**src/rtl/mult_share_arbiter_if.sv**
```systemverilog
// Request, response and shared-multiplier signals of the two-requester multiplier arbiter.
// master = arbiter side, slave = requesters plus the shared multiplier.
interface mult_share_arbiter_if;
    logic [1:0] req_valid;
    logic [1:0] req_ready;
    logic [3:0] req_a0;
    logic [3:0] req_b0;
    logic [3:0] req_a1;
    logic [3:0] req_b1;
    logic [1:0] rsp_valid;
    logic [1:0] rsp_ready;
    logic [7:0] rsp_product;
    logic       rsp_err;
    logic       mul_start;
    logic [3:0] mul_multiplier;
    logic [3:0] mul_multiplicand;
    logic       mul_done;
    logic [7:0] mul_product;

    modport master (
        input  req_valid, req_a0, req_b0, req_a1, req_b1, rsp_ready, mul_done, mul_product,
        output req_ready, rsp_valid, rsp_product, rsp_err, mul_start, mul_multiplier, mul_multiplicand
    );

    modport slave (
        output req_valid, req_a0, req_b0, req_a1, req_b1, rsp_ready, mul_done, mul_product,
        input  req_ready, rsp_valid, rsp_product, rsp_err, mul_start, mul_multiplier, mul_multiplicand
    );
endinterface

```
**src/rtl/mult_share_arbiter.sv**
```systemverilog
// Two requesters share one sequential 4x4 multiplier; round-robin, or fixed priority with MULT_ARB_FIXED_PRIO_EN.
// Latency: accept at N, mul_start at N+1, result valid the cycle after mul_done (or after TIMEOUT WAIT cycles).
// Backpressure: result held until the owner's rsp_ready; req_ready stays low while busy.
module mult_share_arbiter #(
    parameter int TIMEOUT = 16
) (
    input  logic                 clk,
    input  logic                 rst,
    mult_share_arbiter_if.master bus,
    output logic                 busy,
    output logic                 grant
);
    typedef enum logic [1:0] {IDLE, ISSUE, WAIT, RESP} state_t;

    state_t     state;
    logic [7:0] cnt;
    logic       armed;
    logic       win;
    logic [1:0] ready;
    logic       accept;
    logic [3:0] a_q;
    logic [3:0] b_q;
    logic       start_q;
    logic [1:0] rsp_vld_q;
    logic [7:0] rsp_prod_q;
    logic       rsp_err_q;

`ifdef MULT_ARB_FIXED_PRIO_EN
    always_comb win = ~bus.req_valid[0];
`else
    logic last;

    always_comb begin
        if (bus.req_valid == 2'b11) win = ~last;
        else                        win = ~bus.req_valid[0];
    end
`endif

    // armed keeps the first cycle after reset release free of accepts
    always_comb begin
        ready = 2'b00;
        if (state == IDLE && armed && bus.req_valid != 2'b00)
            ready = win ? 2'b10 : 2'b01;
    end

    assign accept               = |(bus.req_valid & ready);
    assign bus.req_ready        = ready;
    assign bus.mul_start        = start_q;
    assign bus.mul_multiplier   = a_q;
    assign bus.mul_multiplicand = b_q;
    assign bus.rsp_valid        = rsp_vld_q;
    assign bus.rsp_product      = rsp_prod_q;
    assign bus.rsp_err          = rsp_err_q;
    assign busy                 = (state != IDLE);

    always_ff @(posedge clk or negedge rst) begin
        if (!rst) begin
            state      <= IDLE;
            armed      <= 1'b0;
            grant      <= 1'b0;
            cnt        <= 8'd0;
            a_q        <= 4'd0;
            b_q        <= 4'd0;
            start_q    <= 1'b0;
            rsp_vld_q  <= 2'b00;
            rsp_prod_q <= 8'd0;
            rsp_err_q  <= 1'b0;
`ifndef MULT_ARB_FIXED_PRIO_EN
            last       <= 1'b1;
`endif
        end else begin
            armed   <= 1'b1;
            start_q <= 1'b0;
            case (state)
                IDLE: begin
                    if (accept) begin
                        grant   <= win;
                        a_q     <= win ? bus.req_a1 : bus.req_a0;
                        b_q     <= win ? bus.req_b1 : bus.req_b0;
                        start_q <= 1'b1;
                        state   <= ISSUE;
                    end
                end
                ISSUE: begin
                    cnt   <= 8'd0;
                    state <= WAIT;
                end
                WAIT: begin
                    // a completion on the final wait cycle still wins over the abort
                    if (bus.mul_done) begin
                        rsp_prod_q <= bus.mul_product;
                        rsp_err_q  <= 1'b0;
                        rsp_vld_q  <= grant ? 2'b10 : 2'b01;
                        state      <= RESP;
                    end else if (cnt == 8'(TIMEOUT - 1)) begin
                        rsp_prod_q <= 8'd0;
                        rsp_err_q  <= 1'b1;
                        rsp_vld_q  <= grant ? 2'b10 : 2'b01;
                        state      <= RESP;
                    end else begin
                        cnt <= cnt + 8'd1;
                    end
                end
                RESP: begin
                    if (bus.rsp_ready[grant]) begin
                        rsp_vld_q <= 2'b00;
`ifndef MULT_ARB_FIXED_PRIO_EN
                        last      <= grant;
`endif
                        state     <= IDLE;
                    end
                end
                default: state <= IDLE;
            endcase
        end
    end
endmodule

```
**src/flat_wrapper.sv**
```systemverilog
// flat-port wrapper written by rule: the top's interface ports become plain ports
module mult_share_arbiter_flat 
#(
    parameter int TIMEOUT = 16
)
  (clk, rst, busy, grant, bus_req_valid, bus_req_a0, bus_req_b0, bus_req_a1, bus_req_b1, bus_rsp_ready, bus_mul_done, bus_mul_product, bus_req_ready, bus_rsp_valid, bus_rsp_product, bus_rsp_err, bus_mul_start, bus_mul_multiplier, bus_mul_multiplicand);
  mult_share_arbiter_if bus_i ();
  input  logic clk;
  input  logic rst;
  output logic busy;
  output logic grant;
  input wire logic [$bits(bus_i.req_valid)-1:0] bus_req_valid;
  input wire logic [$bits(bus_i.req_a0)-1:0] bus_req_a0;
  input wire logic [$bits(bus_i.req_b0)-1:0] bus_req_b0;
  input wire logic [$bits(bus_i.req_a1)-1:0] bus_req_a1;
  input wire logic [$bits(bus_i.req_b1)-1:0] bus_req_b1;
  input wire logic [$bits(bus_i.rsp_ready)-1:0] bus_rsp_ready;
  input wire logic [$bits(bus_i.mul_done)-1:0] bus_mul_done;
  input wire logic [$bits(bus_i.mul_product)-1:0] bus_mul_product;
  output wire logic [$bits(bus_i.req_ready)-1:0] bus_req_ready;
  output wire logic [$bits(bus_i.rsp_valid)-1:0] bus_rsp_valid;
  output wire logic [$bits(bus_i.rsp_product)-1:0] bus_rsp_product;
  output wire logic [$bits(bus_i.rsp_err)-1:0] bus_rsp_err;
  output wire logic [$bits(bus_i.mul_start)-1:0] bus_mul_start;
  output wire logic [$bits(bus_i.mul_multiplier)-1:0] bus_mul_multiplier;
  output wire logic [$bits(bus_i.mul_multiplicand)-1:0] bus_mul_multiplicand;
  assign bus_i.req_valid = bus_req_valid;
  assign bus_i.req_a0 = bus_req_a0;
  assign bus_i.req_b0 = bus_req_b0;
  assign bus_i.req_a1 = bus_req_a1;
  assign bus_i.req_b1 = bus_req_b1;
  assign bus_i.rsp_ready = bus_rsp_ready;
  assign bus_i.mul_done = bus_mul_done;
  assign bus_i.mul_product = bus_mul_product;
  assign bus_req_ready = bus_i.req_ready;
  assign bus_rsp_valid = bus_i.rsp_valid;
  assign bus_rsp_product = bus_i.rsp_product;
  assign bus_rsp_err = bus_i.rsp_err;
  assign bus_mul_start = bus_i.mul_start;
  assign bus_mul_multiplier = bus_i.mul_multiplier;
  assign bus_mul_multiplicand = bus_i.mul_multiplicand;
  mult_share_arbiter #(.TIMEOUT(TIMEOUT)) u_core (.clk(clk), .rst(rst), .bus(bus_i), .busy(busy), .grant(grant));
endmodule
```
**config.mk**
```make
export PLATFORM = sky130hd
export DESIGN_NAME = mult_share_arbiter_flat
export DESIGN_NICKNAME = d
export VERILOG_FILES = /design/src/rtl/mult_share_arbiter_if.sv /design/src/rtl/mult_share_arbiter.sv /design/src/flat_wrapper.sv
export SDC_FILE = /design/constraint.sdc
export NUM_CORES = 1
export LEC_CHECK = 0
export CAP_MARGIN = 20
export CORE_MARGIN = 2
export CORE_UTILIZATION = 45
export DETAILED_ROUTE_END_ITERATION = 6
export PLACE_DENSITY = 0.84
export SLEW_MARGIN = 20
export SYNTH_ARGS = -nofsm -noshare
export SYNTH_HDL_FRONTEND = slang
export SYNTH_SLANG_ARGS = --single-unit
```
**constraint.sdc**
```tcl
create_clock -name clk -period 2.1 [get_ports clk]
set_clock_uncertainty 0.1 [all_clocks]
set_input_delay 0.42 -clock clk [delete_from_list [all_inputs] [get_ports clk]]
set_output_delay 0.42 -clock clk [all_outputs]
set_load 0.02 [all_outputs]
```
# Word-level counts from Yosys, hierarchy flattened
# Cells that the tools add are included.
[word_totals]
rom_bits = 0
mem_count = 0
in_bits = 31
reg_bits = 33
ram_bits = 0
latchBits = 0
[op_classes]
add_sub_neg = 1
mux = 25
bitwise_logic = 3
n_div = 0
shifts = 0
n_eq_ne = 10
n_lt_le_gt_ge = 1
n_mul = 0
reduce_logical = 15
[op_table]
columns = ["operator", "n"]
rows = [
  ["$mux W8", 4],
  ["$mux W2", 9],
  ["$pmux W8 S2", 1],
  ["$reduce_bool A2 Y1", 5],
  ["$reduce_and A3 Y1", 3],
  ["$add A8 B1 Y8 const B", 1],
  ["$eq A8 B4 Y1 const B", 1],
  ["$mux W4", 2],
  ["$pmux W2 S4", 1],
  ["$mux W1", 7],
  ["$eq A2 B2 Y1 const B", 3],
  ["$reduce_and A2 Y1", 3],
  ["$ne A2 B1 Y1 const B", 2],
  ["$ne A2 B2 Y1 const B", 2],
  ["$pmux W2 S2", 1],
  ["$ne A3 B2 Y1 const B", 1],
  ["$and A2 B2 Y2", 1],
  ["$eq A2 B1 Y1 const B", 1],
  ["$logic_and A1 B1 Y1", 2],
  ["$logic_not A2 Y1", 1],
  ["$lt A1 B2 Y1 const B", 1],
  ["$not A1 Y1", 2],
  ["$reduce_or A2 Y1", 1],
]

# Depth between registers and ports, before layout
# Gate-level depths: netlist of run 1.
[depth]
word_depth = 8
depth_mapped = 7

# Worst setup path before layout of run 1
# No wires, ideal clock.
[synth_timing]
path_kind = "reg2out"
from = "reg u_core.state[0]"
to = "out bus_req_ready[0]"
path_buffers = 1
arrival_time_ns = 1.582
path_slack_ns = -0.002
path_stages_with_launch = 7
required_ns = 1.580
path_cell_list = "dfrtp_1 inv_1 ha_1 inv_1 or2_2 clkbuf_1 nor2_1"
[synth_via]
elab_chain_len = 4
[synth_lines]
columns = ["element", "line", "text"]
rows = [
  ["from (decl)", "mult_share_arbiter.sv:15", "state_t state;"],
  ["from (signal assigned)", "mult_share_arbiter.sv:58", "state <= IDLE;"],
  ["from (signal assigned)", "mult_share_arbiter.sv:81", "state <= ISSUE;"],
  ["from (signal assigned)", "mult_share_arbiter.sv:86", "state <= WAIT;"],
  ["$logic_not A2 Y1", "mult_share_arbiter.sv:42", "if (state == IDLE && armed && bus.req_valid != 2'b00)"],
  ["$logic_and A1 B1 Y1 (2 in series)", "mult_share_arbiter.sv:42", ""],
  ["$mux W2", "mult_share_arbiter.sv:42", ""],
  ["to (decl)", "flat_wrapper.sv:20", "output wire logic [$bits(bus_i.req_ready)-1:0] bus_req_ready;"],
]
# No other way between the ends.

# Worst setup path after layout of run 1
[layout_timing]
from = "in bus_req_valid[1]"
to = "out bus_req_ready[0]"
[layout_via]
elab_chain_len = 4
elab_cells_between_ends = 6
[layout_lines]
columns = ["element", "line", "text"]
rows = [
  ["from (decl)", "flat_wrapper.sv:12", "input wire logic [$bits(bus_i.req_valid)-1:0] bus_req_valid;"],
  ["$eq A2 B2 Y1", "mult_share_arbiter.sv:34", "if (bus.req_valid == 2'b11) win = ~last;"],
  ["$mux W1", "mult_share_arbiter.sv:34", ""],
  ["$mux W2", "mult_share_arbiter.sv:43", "ready = win ? 2'b10 : 2'b01;"],
  ["$mux W2 *", "mult_share_arbiter.sv:42", ""],
]
# Mark *: on every way between the ends. The rest lies on a longest branch, timed or not.

==> results.rst, run 1 <==
.. list-table::
   :header-rows: 1

   * - Metric
     - Value
   * - Dpl ws
     - -532 ps
   * - Fraction of layout cells with a size suffix above 1
     - 17.6%
   * - Crit-path max FO
     - 4
   * - Number of logic stages on the critical path including buffering
     - 5
   * - Instance area after placement
     - 2310 µm²
   * - CP delay by family, top
     - buffers and inverters
   * - Clock Pin Slew Worst Setup and Hold Paths
     - 100 ps
   * - Async set or reset register ratio after synthesis
     - 100%
   * - Worst-path cell chain
     - clkdlybuf4s50_1 > o21ai_1 > or2_4 > nor2_2 > buf_6
   * - Setup TNS Final
     - 0 ps
   * - Die height
     - 64.3 µm
   * - Largest stage delay on the critical path
     - 480 ps
   * - Crit path time final
     - 2090 ps
   * - Starting Density
     - 47.8%
   * - Worst voltage drop across the vdd grid
     - 0.578 mV
   * - Cell count after placement
     - 258
   * - Slack of the worst reg-to-reg path
     - 130 ps
   * - Category of the worst setup path capture point
     - primary output
   * - Required time reported for the critical path endpoint
     - 1580 ps
   * - FF-to-FF path depth
     - 7
   * - Reported leakage power
     - 1.11 nW
   * - Clock tree buffer depth
     - 2
   * - Critical Setup Path Class
     - input pin to primary output
   * - Critical Path Start
     - bus_req_valid[1]
   * - Mapped cell area
     - 1630 µm²
   * - Number of enable flip-flop cells after synthesis
     - 0
   * - Max-capacitance violation count
     - 0
   * - Hold Fails Final Rpt
     - 0
   * - Critical path arrival
     - 1570 ps
   * - H-tree depth
     - 2
   * - Final antenna diode count
     - 0
   * - Via density
     - 5.16
   * - Cell count after synthesis
     - 150
   * - Num Clock Sinks
     - 33
   * - Buffers and inverters on the worst path
     - 2
   * - Layout-stage area growth over the synthesis result
     - 48.2%
   * - RSZ-0062 raised after global routing
     - true
   * - DRC
     - 0
   * - Synthesis-stage register bit count
     - 33
   * - Post-route setup slack
     - 9.22 ps
   * - Fin nets
     - 257
   * - Post-route non-filler standard cell count
     - 267
   * - Outcome
     - finished, final reports clean
   * - Number of buffers created by CTS
     - 5
   * - Capture instance of the worst register-to-register path
     - u_core.cnt[2]
   * - Post-route clock period utilization
     - 99.6%
   * - Port Buffers
     - 54
   * - Placement row count
     - 21
   * - Hpwl dp
     - 2880 µm
   * - Vias in the first global route
     - 1445
   * - Element type at the critical path start
     - input pin
   * - Global-route wire length before repair
     - 6390 µm
   * - Final hold slack
     - 359 ps
   * - Remaining antenna violation count after routing
     - 0
   * - Global placer's final weighted congestion
     - 0.916
   * - Clock tree from TritonCTS
     - yes
   * - Achievable Freq
     - 478 MHz
   * - Overall routed net length
     - 3780 µm
   * - Power density over the cells
     - 1280 nW/µm²
   * - Number of max-slew violations in the final report
     - 0
   * - Fraction of the core area covered by cells at the end of the flow
     - 70.9%
   * - Overall die width
     - 64.3 µm
   * - Count of fill cells added during filler insertion
     - 261
   * - Pin count of the biggest net entering global routing
     - 34
   * - Part of the Yosys area used for sequential elements
     - 50.6%
   * - Clock Root Buffer
     - sky130_fd_sc_hd__clkbuf_4
   * - Final Power
     - 3.11 mW
   * - Full die area
     - 4130 µm²
   * - Number of nets in the synthesized netlist
     - 187
   * - I/O Pins
     - 55
   * - Drt wl/cell
     - 14.1 µm
   * - Capture point of the critical path
     - bus_req_ready[0]
   * - Global route total overflow
     - 0
   * - Number of antenna violations at the first check in global routing
     - 0
   * - Worst Hold Class
     - input pin to async pin
   * - Count of cell types in the netlist
     - 38
   * - Origin of the critical flop-to-flop path
     - u_core.state[0]
   * - Yosys synthesis warning count
     - 0
   * - Vias
     - 1377
   * - Most used flip-flop cell after synthesis
     - sky130_fd_sc_hd__dfrtp_1
   * - Synthesized area per cell
     - 10.9 µm²
   * - Clock insertion delay at the later pin of the skew report
     - 350 ps
   * - Final count of negative-setup-slack endpoints
     - 0
   * - Count of TritonRoute iterations in the first routing pass
     - 4
   * - Highest-delay cell along the critical path
     - sky130_fd_sc_hd__clkdlybuf4s50_1
   * - 1st-iter DRT viols
     - 61
   * - Core outline area
     - 3420 µm²
   * - Global router's overall resource usage
     - 20.6%
   * - Cell area after layout
     - 2420 µm²
## cell type report
| class | instances | area (µm²) | share of cell area [%] |
|---|---|---|---|
| clock buffers | 7 | 55.1 | 2.27 |
| clock inverters | 1 | 30.0 | 1.24 |
| inverters | 9 | 33.8 | 1.40 |
| multi-input cells | 103 | 774 | 32.0 |
| flip-flops and latches | 33 | 827 | 34.2 |
| well taps | 46 | 57.6 | 2.38 |
| repair buffers | 68 | 643 | 26.6 |
## state kept, by name, summed over array words and instances, names as in the netlist
register,count
u_core.bus.rsp_err,1
u_core.bus.mul_multiplicand,4
u_core.bus.mul_multiplier,4
u_core.armed,1
u_core.bus.rsp_product,8
u_core.bus.mul_start,1
u_core.grant,1
u_core.state,2
u_core.cnt,8
u_core.last,1
u_core.bus.rsp_valid,2
## cell usage in the layout (no fill, tap or decap), types with 2 or more instances in the layout
master	count
sky130_fd_sc_hd__nor2b_1	2
sky130_fd_sc_hd__inv_1	7
sky130_fd_sc_hd__o2bb2ai_1	2
sky130_fd_sc_hd__a22o_1	8
sky130_fd_sc_hd__ha_1	4
sky130_fd_sc_hd__a21oi_1	7
sky130_fd_sc_hd__inv_2	2
sky130_fd_sc_hd__nand3_1	3
sky130_fd_sc_hd__a2111oi_2	2
sky130_fd_sc_hd__nand2_1	14
sky130_fd_sc_hd__o21ai_0	12
sky130_fd_sc_hd__dfrtp_1	32
sky130_fd_sc_hd__clkbuf_4	5
sky130_fd_sc_hd__xnor2_1	3
sky130_fd_sc_hd__clkdlybuf4s50_1	51
sky130_fd_sc_hd__mux2i_1	12
sky130_fd_sc_hd__nor2_1	6
sky130_fd_sc_hd__or3_1	3
sky130_fd_sc_hd__buf_4	15
## metal layers
metal  vias to the layer above  GRT usage [%]  part of all wire [%]
li1                        671              -                     -
met1                       644           21.5                    37
met2                        55           35.0                    51
met3                         7           8.10                   9.9
met4                         0           12.0                   1.8
met5                         -              0                     0
## worst min path at each step
stage	startpoint	to	slack, ps	depth (start not counted)
finish	rst	u_core.cnt[7]	360	2
global route	rst	u_core.bus.mul_multiplicand[2]	390	2
CTS	rst	u_core.state[0]	370	2
detailed placement	u_core.bus.mul_multiplier[2]	u_core.bus.mul_multiplier[2]	370	2
global placement	u_core.bus.mul_multiplier[2]	u_core.bus.mul_multiplier[2]	360	2
floorplan	rst	u_core.armed	20	0
## synth_stat cells, types with 2 or more instances
cell type,count,area [µm²]
sky130_fd_sc_hd__a2111oi_2,2,30.0
sky130_fd_sc_hd__a21oi_1,7,35.0
sky130_fd_sc_hd__a22o_1,8,70.1
sky130_fd_sc_hd__buf_2,2,10.0
sky130_fd_sc_hd__clkbuf_1,3,11.3
sky130_fd_sc_hd__dfrtp_1,32,801
sky130_fd_sc_hd__ha_1,6,75.1
sky130_fd_sc_hd__inv_1,9,33.8
sky130_fd_sc_hd__mux2i_1,12,120
sky130_fd_sc_hd__nand2_1,14,52.6
sky130_fd_sc_hd__nand2b_1,2,12.5
sky130_fd_sc_hd__nand3_1,3,15.0
sky130_fd_sc_hd__nor2_1,7,26.3
sky130_fd_sc_hd__nor2b_1,2,12.5
sky130_fd_sc_hd__o21ai_0,13,65.1
sky130_fd_sc_hd__o2bb2ai_1,2,17.5
sky130_fd_sc_hd__or3_1,3,18.8
sky130_fd_sc_hd__xnor2_1,3,26.3
## logic make-up (layout without fill, tap and decap cells)
family	count (synthesis)	after routing	synth area share (%)
AND/OR/NAND/NOR	40	40	13.5
AO/OA/AOI/OAI	39	39	17.3
flip-flops	33	33	50.6
buffers and inverters	14	85	3.37
multiplexers	13	13	8.27
adder cells (fa/ha/maj)	6	6	4.59
XOR/XNOR	4	4	2.14
other	1	1	0.229
## timing repair
| action | CTS | global route |
|---|---|---|
| gates resized for setup | 17 | 3 |
| pin swaps | 1 | 0 |
| hold endpoints to repair | 0 | 0 |
| setup buffers | 1 | 0 |
| hold buffers | 0 | 0 |
| endpoints found under the setup margin | 3 | 6 |
## power by group
part / switching, mW / internal (mW)
sequential: 0.169 / 0.870
clock: 0.222 / 0.284
combinational: 0.772 / 0.788
total: 1.16 / 1.94
No activity file was read; power rests on OpenSTA's default activity.
==> run 2, diff against run 1 <==
- ABC_AREA: default -> 1
==> results.rst, run 2 <==
.. list-table::
   :header-rows: 1

   * - Metric
     - Value
   * - Outcome
     - finished, final reports clean (unchanged)
   * - I/O Pins
     - 55 (unchanged)
   * - Buffer count from post-CTS setup fixing
     - 0 (was 1)
   * - Worst-path cell chain
     - clkdlybuf4s50_1 > inv_1 > nand2_1 > nand3_2 > buf_4 > nor2_4 > buf_4 (was clkdlybuf4s50_1 > o21ai_1 > or2_4 > nor2_2 > buf_6)
   * - Cts-stage hold buffer count
     - 0 (unchanged)
   * - RSZ-0062 raised after global routing
     - true (unchanged)
   * - Core outline area
     - 3610 µm² (was 3420 µm²)
   * - Post-route non-filler standard cell count
     - 334 (was 267)
   * - Global-route track usage on met1
     - 25.8% (was 21.5%)
   * - Async set or reset register ratio after synthesis
     - 100% (unchanged)
   * - Global-route met3 utilization
     - 4.86% (was 8.10%)
   * - Reg area
     - 827 µm² (unchanged)
   * - Final antenna diode count
     - 0 (unchanged)
   * - Overall die width
     - 64.9 µm (was 64.3 µm)
   * - Final count of negative-setup-slack endpoints
     - 0 (unchanged)
   * - Global router's overall resource usage
     - 20.3% (was 20.6%)
   * - Overall routed net length
     - 3980 µm (was 3780 µm)
   * - Crit path time final
     - 2080 ps (was 2090 ps)
   * - Clock insertion delay at the later pin of the skew report
     - 280 ps (was 350 ps)
   * - Yosys synthesis warning count
     - 0 (unchanged)
   * - Number of buffers created by CTS
     - 5 (unchanged)
   * - Achievable Freq
     - 481 MHz (was 478 MHz)
   * - Count of cell types in the netlist
     - 22 (was 38)
   * - Number of enable flip-flop cells after synthesis
     - 0 (unchanged)
   * - Cell count after placement
     - 327 (was 258)
   * - Number of nets in the synthesized netlist
     - 252 (was 187)
   * - Reported leakage power
     - 1.19 nW (was 1.11 nW)
   * - Synthesized area per cell
     - 7.76 µm² (was 10.9 µm²)
   * - Proportion of netlist area held by the largest area contributor
     - 48.0% (was 49.0%)
   * - Hold Fails Final Rpt
     - 0 (unchanged)
   * - Number of antenna violations at the first check in global routing
     - 0 (unchanged)
   * - Placement row count
     - 22 (was 21)
   * - Cell repeated most along the worst path
     - sky130_fd_sc_hd__buf_4
   * - Largest stage delay on the critical path
     - 470 ps (was 480 ps)
   * - 1st-iter DRT viols
     - 88 (was 61)
   * - Full die area
     - 4210 µm² (was 4130 µm²)
   * - Pin count of the biggest net entering global routing
     - 34 (unchanged)
   * - Combined area of the multi-input logic cells
     - 757 µm² (was 774 µm²)
   * - Element type at the critical path start
     - input pin (unchanged)
   * - Starting Density
     - 46.3% (was 47.8%)
   * - Count of fill cells added during filler insertion
     - 300 (was 261)
   * - Setup TNS Final
     - 0 ps (unchanged)
   * - Instance area after placement
     - 2350 µm² (was 2310 µm²)
   * - Worst Hold Class
     - register to register (was input pin to async pin)
   * - Layout-stage area growth over the synthesis result
     - 45.8% (was 48.2%)
   * - Highest-delay cell along the critical path
     - sky130_fd_sc_hd__clkdlybuf4s50_1 (unchanged)
   * - Die height
     - 64.9 µm (was 64.3 µm)
   * - Post-route clock period utilization
     - 98.9% (was 99.6%)
   * - Category of the worst setup path capture point
     - primary output (unchanged)
   * - Global route total overflow
     - 0 (unchanged)
   * - Clock tree from TritonCTS
     - yes (unchanged)
   * - Via density
     - 4.71 (was 5.16)
   * - Most frequent cell after synthesis
     - sky130_fd_sc_hd__nand2_1 (was sky130_fd_sc_hd__dfrtp_1)
   * - Fraction of layout cells with a size suffix above 1
     - 11.2% (was 17.6%)
   * - Leading area contributor after synthesis
     - sky130_fd_sc_hd__dfrtp_1 (unchanged)
   * - Drt wl/cell
     - 11.9 µm (was 14.1 µm)
   * - CP delay by family, top
     - buffers and inverters (unchanged)
   * - Count of TritonRoute iterations in the first routing pass
     - 4 (unchanged)
   * - Cell count after synthesis
     - 215 (was 150)
   * - Buffers and inverters on the worst path
     - 4 (was 2)
   * - Worst voltage drop across the vdd grid
     - 0.680 mV (was 0.578 mV)
   * - Hpwl dp
     - 2960 µm (was 2880 µm)
   * - Num Clock Sinks
     - 33 (unchanged)
   * - Vias in the first global route
     - 1417 (was 1445)
   * - Critical path arrival
     - 1560 ps (was 1570 ps)
   * - Most used flip-flop cell after synthesis
     - sky130_fd_sc_hd__dfrtp_1 (unchanged)
   * - Global-route wire length before repair
     - 6490 µm (was 6390 µm)
   * - Synthesis-stage register bit count
     - 33 (unchanged)
   * - Global-route layer with the greatest usage
     - met2 (unchanged)
   * - Clock Pin Slew Worst Setup and Hold Paths
     - 60 ps (was 100 ps)
   * - Required time reported for the critical path endpoint
     - 1580 ps (about the same)
   * - Port Buffers
     - 54 (unchanged)
   * - Clock tree buffer depth
     - 2 (unchanged)
   * - Power density over the cells
     - 1230 nW/µm² (was 1280 nW/µm²)
   * - Most frequent standard cell in the layout excluding fill and tap cells
     - sky130_fd_sc_hd__nand2_1 (was sky130_fd_sc_hd__clkdlybuf4s50_1)
   * - Part of the Yosys area used for sequential elements
     - 49.6% (was 50.6%)
   * - M2 GR Usage
     - 33.9% (was 35.0%)
   * - Cell area after layout
     - 2430 µm² (was 2420 µm²)
   * - H-tree depth
     - 2 (unchanged)
   * - Remaining antenna violation count after routing
     - 0 (unchanged)
   * - Ranking of synthesized cells by instance count
     - sky130_fd_sc_hd__nand2_1, sky130_fd_sc_hd__dfrtp_1, sky130_fd_sc_hd__nand3_1 (was sky130_fd_sc_hd__dfrtp_1, sky130_fd_sc_hd__nand2_1, sky130_fd_sc_hd__o21ai_0)
   * - Number of max-slew violations in the final report
     - 0 (unchanged)
   * - Fin nets
     - 323 (was 257)
   * - Max-capacitance violation count
     - 0 (unchanged)
   * - Slack of the worst reg-to-reg path
     - 230 ps (was 130 ps)
   * - Top area cells in the synthesized netlist
     - sky130_fd_sc_hd__dfrtp_1, sky130_fd_sc_hd__nand2_1, sky130_fd_sc_hd__nand3_1 (was sky130_fd_sc_hd__dfrtp_1, sky130_fd_sc_hd__mux2i_1, sky130_fd_sc_hd__ha_1)
   * - Number of gates given a new drive strength after cts
     - 9 (was 17)
   * - Global placer's final weighted congestion
     - 0.889 (was 0.916)
   * - Crit-path max FO
     - 3 (was 4)
   * - Fraction of the core area covered by cells at the end of the flow
     - 67.5% (was 70.9%)
   * - Critical Setup Path Class
     - input pin to primary output (unchanged)
   * - Most frequent cells in the layout
     - sky130_fd_sc_hd__nand2_1, sky130_fd_sc_hd__clkdlybuf4s50_1, sky130_fd_sc_hd__dfrtp_1 (was sky130_fd_sc_hd__clkdlybuf4s50_1, sky130_fd_sc_hd__dfrtp_1, sky130_fd_sc_hd__buf_4)
   * - Final Power
     - 2.98 mW (was 3.11 mW)
   * - Clock Root Buffer
     - sky130_fd_sc_hd__clkbuf_8 (was sky130_fd_sc_hd__clkbuf_4)
   * - DRC
     - 0 (unchanged)
   * - Vias
     - 1574 (was 1377)
   * - Mapped cell area
     - 1670 µm² (was 1630 µm²)
-- run 2: cell types whose count changed in the layout (fill, tap and decap cells not counted), moves of 4 or more --
cell	change
sky130_fd_sc_hd__nand3_1	+28
sky130_fd_sc_hd__clkbuf_8	+5
sky130_fd_sc_hd__clkbuf_4	-5
sky130_fd_sc_hd__inv_1	+8
sky130_fd_sc_hd__mux2i_1	-12
sky130_fd_sc_hd__nor2_1	+8
sky130_fd_sc_hd__nand2_1	+75
sky130_fd_sc_hd__a22o_1	-8
sky130_fd_sc_hd__o21ai_1	+5
sky130_fd_sc_hd__a21oi_1	-4
sky130_fd_sc_hd__o21ai_0	-11
-- run 2: routing by layer --
metal	up-vias	routed length, µm
li1	816	-
met1	730	1740
met2	23	2070
met3	5	113
met4	0	53
met5	-	0
-- run 2: power breakdown --
group	switching [mW]	internal, mW
clock network	0.214	0.260
logic	0.817	0.686
registers	0.139	0.868
total	1.17	1.81
-- run 2: cells by family after synthesis --
group / Yosys count / synth area share (%)
and+or+nand+nor: 140 / 35.2
DFF: 33 / 49.6
buffers and inverters: 22 / 5.55
AOI/OAI and AO/OA: 11 / 3.97
adders and majority gates: 6 / 4.50
xor gates and xnor gates: 2 / 1.05
other: 1 / 0.225
-- run 2: metrics by stage --
step / hold slack, ps / setup WS [ps]
2_1_floorplan: 24.4 / 420
3_3_place_gp: 373 / -357
3_5_place_dp: 379 / -425
4_1_cts: 394 / 11.9
5_1_grt: 413 / -15.2
6_report: 388 / 22.4
-- run 2: final timing paths --
path                                         start                       to  cells past startpoint
min reg2reg                u_core.bus.rsp_valid[0]  u_core.bus.rsp_valid[0]                      2
min in group asynchronous                      rst            u_core.cnt[5]                      2
min                        u_core.bus.rsp_valid[0]  u_core.bus.rsp_valid[0]                      2
max in group asynchronous                      rst              u_core.last                      2
max                               bus_req_valid[0]         bus_req_ready[0]                      7
max reg2reg                          u_core.cnt[0]            u_core.cnt[2]                      6
-- run 2: cell type report --
cell class	instances	share of cell area, %
Inverter	19	2.93
Tap cell	48	2.47
Sequential cell	33	34.0
Clock buffer	7	3.55
Timing Repair Buffer	67	26.0
Multi-Input combinational cell	160	31.1
-- run 2: tightest hold or removal path, delay by kind of cell (launching register included) --
| kind | cells | cell delay (ps) |
|---|---|---|
| and+or+nand+nor | 1 | 50 |
| DFF | 1 | 340 |
| AOI/OAI and AO/OA | 1 | 60 |
